$ cat config.mk
export PLATFORM = sky130hd
export DESIGN_NAME = freq_synthesizer
export DESIGN_NICKNAME = d
export VERILOG_FILES = /design/src/rtl/freq_synthesizer_pkg.sv /design/src/rtl/freq_synthesizer_frac_accumulator.sv /design/src/rtl/freq_synthesizer.sv
export SDC_FILE = /design/constraint.sdc
export NUM_CORES = 1
export LEC_CHECK = 0
export CORE_AREA = 8 8 96 106
export DETAILED_ROUTE_END_ITERATION = 16
export DIE_AREA = 0 0 104 114
export GPL_TIMING_DRIVEN = 0
export SLEW_MARGIN = 10
export SYNTH_ARGS = -nofsm -noshare
export SYNTH_HDL_FRONTEND = slang
export SYNTH_SLANG_ARGS = --single-unit
$ cat constraint.sdc
create_clock -name refclk -period 3 [get_ports refclk]
set_input_delay 0.9 -clock refclk [delete_from_list [all_inputs] [get_ports refclk]]
set_output_delay 0.9 -clock refclk [all_outputs]
set_load 0.02 [all_outputs]
$ cat src/rtl/freq_synthesizer_pkg.sv
// Shared helpers for the fractional strobe generator: port width and
// request saturation.
package freq_synthesizer_pkg;

  function automatic int calc_width(input int period);
    return $clog2(period + 1);
  endfunction

  function automatic int saturate(input int f, input int period);
    return (f > period) ? period : f;
  endfunction

endpackage

$ cat src/rtl/freq_synthesizer_frac_accumulator.sv
// Phase accumulator: adds the rate every cycle and emits a registered tick
// on each wrap past PERIOD; clear realigns the phase at window boundaries.
module frac_accumulator
  import freq_synthesizer_pkg::*;
#(
  parameter int PERIOD = 1000,
  parameter int W      = calc_width(PERIOD)
) (
  input  logic         clk,
  input  logic         reset_n,
  input  logic         clear,
  input  logic [W-1:0] freq,
  output logic         tick
);

  localparam logic [W:0] PERIOD_X = (W + 1)'(PERIOD);

  logic [W-1:0] acc_reg;
  logic [W:0]   sum;
  logic         wrap;
  logic [W-1:0] acc_next;

  always_comb begin
    sum      = {1'b0, acc_reg} + {1'b0, freq};
    wrap     = (sum >= PERIOD_X);
    acc_next = wrap ? W'(sum - PERIOD_X) : sum[W-1:0];
  end

  // The boundary cycle still makes its tick decision; only the phase is reset.
  always_ff @(posedge clk) begin
    if (!reset_n) begin
      acc_reg <= '0;
      tick    <= 1'b0;
    end else begin
      tick    <= wrap;
      acc_reg <= clear ? '0 : acc_next;
    end
  end

endmodule

$ cat src/rtl/freq_synthesizer.sv
// Fractional strobe generator: F evenly spread ticks per PERIOD cycles.
// Optional square-wave output enabled by FREQ_SYNTHESIZER_SQWAVE_EN.
module freq_synthesizer
  import freq_synthesizer_pkg::*;
#(
  parameter int PERIOD = 1000,
  parameter int W      = calc_width(PERIOD)
) (
  input  logic         refclk,
  input  logic         reset_n,
  input  logic [W-1:0] freq_data,
  input  logic         freq_valid,
  output logic         freq_ready,
  output logic [W-1:0] freq_curr,
  output logic         window_stb,
  output logic         tick,
  output logic         sqwave
);

  localparam logic [W-1:0] LAST = W'(PERIOD - 1);

  logic [W-1:0] cnt_reg;
  logic [W-1:0] pend_reg;
  logic         pend_vld_reg;
  logic         boundary;

  assign boundary   = (cnt_reg == LAST);
  assign freq_ready = ~pend_vld_reg;

  always_ff @(posedge refclk) begin
    if (!reset_n) begin
      cnt_reg      <= '0;
      pend_reg     <= '0;
      pend_vld_reg <= 1'b0;
      freq_curr    <= '0;
      window_stb   <= 1'b0;
    end else begin
      cnt_reg    <= boundary ? '0 : cnt_reg + 1'b1;
      window_stb <= boundary;
      // Apply and accept are exclusive: ready is low whenever a value is pending.
      if (boundary && pend_vld_reg) begin
        freq_curr    <= pend_reg;
        pend_vld_reg <= 1'b0;
      end else if (freq_valid && !pend_vld_reg) begin
        pend_reg     <= W'(saturate(int'(freq_data), PERIOD));
        pend_vld_reg <= 1'b1;
      end
    end
  end

  frac_accumulator #(
    .PERIOD (PERIOD),
    .W      (W)
  ) u_acc (
    .clk     (refclk),
    .reset_n (reset_n),
    .clear   (boundary),
    .freq    (freq_curr),
    .tick    (tick)
  );

`ifdef FREQ_SYNTHESIZER_SQWAVE_EN
  logic sq_reg;

  always_ff @(posedge refclk) begin
    if (!reset_n) begin
      sq_reg <= 1'b0;
    end else if (tick) begin
      sq_reg <= ~sq_reg;
    end
  end

  assign sqwave = sq_reg;
`else
  assign sqwave = 1'b0;
`endif

endmodule

==> out/results.ini, run 1 <==
[floorplan]
start_util_pct=29.6
rows=35
die_x_um=104
fp.dieH_um=114
dieArea_sq_mm=0.0119
core_sq_mm=0.00832
ios=27

[sta]
hold_violations=0
setup_viol=0
worstMarginPinSlew_ns=0.748
final_max_slew_viol_count=0
grt_setup_unrepaired=false
skew_ns=0.00546
max_slew_margin_pct=49.9
setup_tns_ns=0
finalCritPeriodShare_pct=95.2
post-route-min-period_ns=2.86
timing.fmax_mhz=350

[cells_and_area]
multi_input_area_sq_mm=0.00153
filler_cell_count=894
final_cells=433
regArea_sq_um=861
area_growth_pct=21.0
final_layout_size_suffix_gt1_share_pct=10.6
nets=347
n_antenna_cell=0

[power_and_ir_drop]
p_int_mw=0.872
pwr-share-seq_pct=50.0
clkPwrFrac_pct=33.1
pwr_density_cell_mw_per_mm2=405
p_switching_mw=0.334
p_sw_share_pct=27.7
power_frac_comb_pct=16.9
p_leak_nw=1.20
ir_worst_vdd_mv=0.236

[synth]
synth_top_area_cell=dfxtp_1
synth.distinct_cells=63
synth_area_per_cell_sq_um=8.57
synth_top_area_share_pct=35.0
synthesis.nets=313
syn_inst=287
yosysWarnings=0
synth_area_sq_mm=0.00246
ys.flop_type=dfxtp_1
ys_top_cells_by_area=dfxtp_1, ha_1, a21oi_1, mux2i_1, nor2_1
postSynth.asyncResetShare_pct=0
ys_ff_latch=43
yosysSeqAreaShare_pct=35.0
synth_edf_count=0

[setup_path]
worstSetupPathType=register to register
critPathRequiredTime_ns=3.24
worst_setup_path_end_kind=register
critPathLaunchType=register
crit_arrival_ns=3.10
worstPathMaxFanout=7

[clock_tree]
path_clk_slew_ns=0.09
cts_tree=built
worstSkewPairLatency_ns=0.30
cts-root-buf=clkbuf_8
clock_path_buffers=2
hold_buffers=0
cts_buffers=5
h-tree-depth=2
cts.sinks=43

[grt]
grt_antenna_before_repair=0
grt_max_degree=15
overflow=0
track_usage_pct=10.1
first_global_vias=2114
grt_pass1_wl_um=9930

[route]
totalWireLength_um=5970
via_per_inst=5.21
drtIter0Drc=109
via_count=2254
drtPass1Iterations=4
drtAntennaViolNets=0
wire_per_inst_um=13.8
remaining_drc_errors=0

[status]
outcome=finished clean

[placement]
numPortBuffers=25
place.gp.congestion=0.854
dp_cells=423
dp_hpwl_um=4430

[job]
maxCapViolCount=0

[worst_hold_path]
worstHoldPathType=register to register

area by class of cell:
cell class              instances  share of cell area [%]
repair buffers                 27                    8.91
well taps                     111                    4.67
clock buffers                   6                    2.77
multi-input cells             230                    51.4
flip-flops and latches         43                    28.9
inverters                       4                   0.504
clock inverters                 2                   0.462
plain buffers                  10                    2.40
critical path, cell delays in order, from the launching register on:
cell and delay, ns:
dfxtp_1 0.34, ha_1 0.25, fa_2 0.39, a211o_2 0.37, nand2_1 0.10, nand2_1 0.08, ha_1 0.24, a221o_2 0.44
or4_1 0.48, nand3_1 0.12
power groups by stage:
stage,Combinational (mW),Sequential [mW],Clock (mW)
after CTS,0.190,0.603,0.412
final,0.204,0.603,0.400
after global placement,0.187,0.616,0
after global routing,0.230,0.605,0.431
after floorplan,0.134,0.614,0
after detailed placement,0.190,0.617,0
cells by family after synthesis:
kind of cell    count (synthesis)  share of synthesized area (%)
compound gates                 80                           22.6
fa+ha+maj                      13                           6.92
flops                          43                           35.0
simple gates                  114                           23.0
buf+inv                        14                           3.51
xor+xnor                        7                           2.49
mux                            15                           6.36
other cells                     1                          0.152
synth_stat cells, types with 2 or more instances:
| cell | count |
|---|---|
| dfxtp_1 | 43 |
| nor2_1 | 33 |
| a21oi_1 | 26 |
| nand2_1 | 25 |
| o21ai_0 | 14 |
| mux2i_1 | 13 |
| nand3_1 | 13 |
| ha_1 | 12 |
| nor3_1 | 8 |
| and3_1 | 7 |
| or3_1 | 5 |
| a211oi_1 | 4 |
| a22oi_1 | 4 |
| clkbuf_1 | 4 |
| inv_1 | 4 |
| nor3b_1 | 4 |
| xnor2_1 | 4 |
| nand3b_1 | 3 |
| nand4_1 | 3 |
| xor2_1 | 3 |
| a211oi_2 | 2 |
| a221oi_1 | 2 |
| a2bb2oi_1 | 2 |
| a31oi_1 | 2 |
| buf_2 | 2 |
| clkbuf_8 | 2 |
| nand2b_1 | 2 |
| nor2b_1 | 2 |
| o2111ai_1 | 2 |
| o211a_1 | 2 |
| o211ai_1 | 2 |
| o21a_1 | 2 |
metal layers:
| layer | vias to the layer above | share of wire [%] | wire, um | global-route usage (%) |
|---|---|---|---|---|
| li1 | 1127 | - | - | - |
| met3 | 11 | 3.6 | 213 | 2.20 |
| met1 | 1078 | 48 | 2900 | 12.4 |
| met5 | - | 0 | 0 | 0 |
| met4 | 0 | 1.8 | 108 | 3.77 |
| met2 | 38 | 46 | 2750 | 16.9 |
cell usage in the layout (no fill, tap or decap), drive strengths merged, types with 4 or more instances in the layout:
master and count:
clkbuf 12, and3 7, nand2 25, nor3 8, clkdlybuf4s50 25, xnor2 4
buf 6, ha 12, a21oi 26, a22oi 4, o21ai 14, or3 5
a211oi 6, mux2i 13, dfxtp 43, nor3b 4, nor2 33, inv 5
nand3 14
per-stage QoR:
stage	util [%]	hold WS, ns	area [sq um]	setup WS, ns	power, mW
floorplan	-	0.413	2460	0.273	0.748
global placement	34.2	0.425	2850	0.0442	0.804
detailed placement	34.2	0.437	2850	0.0727	0.806
CTS	35.4	0.450	2950	0.0466	1.21
global route	35.8	0.469	2980	0.00278	1.27
finish	35.8	0.446	2980	0.143	1.21
timing repair:
| action | CTS | global route |
|---|---|---|
| setup buffers | 0 | 2 |
| resized for setup | 0 | 4 |
| endpoints found under the setup margin | 0 | 5 |
path summary, 6_finish.rpt:
kind,to,slack [ns],cells after the start,startpoint
hold / removal,cnt_reg[0],0.45,1,cnt_reg[0]
setup / recovery,u_acc.acc_reg[4],0.14,9,freq_curr[0]
setup reg to reg,u_acc.acc_reg[4],0.14,9,freq_curr[0]
hold reg to reg,cnt_reg[0],0.45,1,cnt_reg[0]
Note: power is estimated with default switching activity, not from simulation.
==> inputs of run 2 (changes only) <==
Settings changed: CTS_CLUSTER_SIZE set to 10.
==> results of run 2 <==
Same layout as run 1: the final DEF is identical, and so are final timing and power.
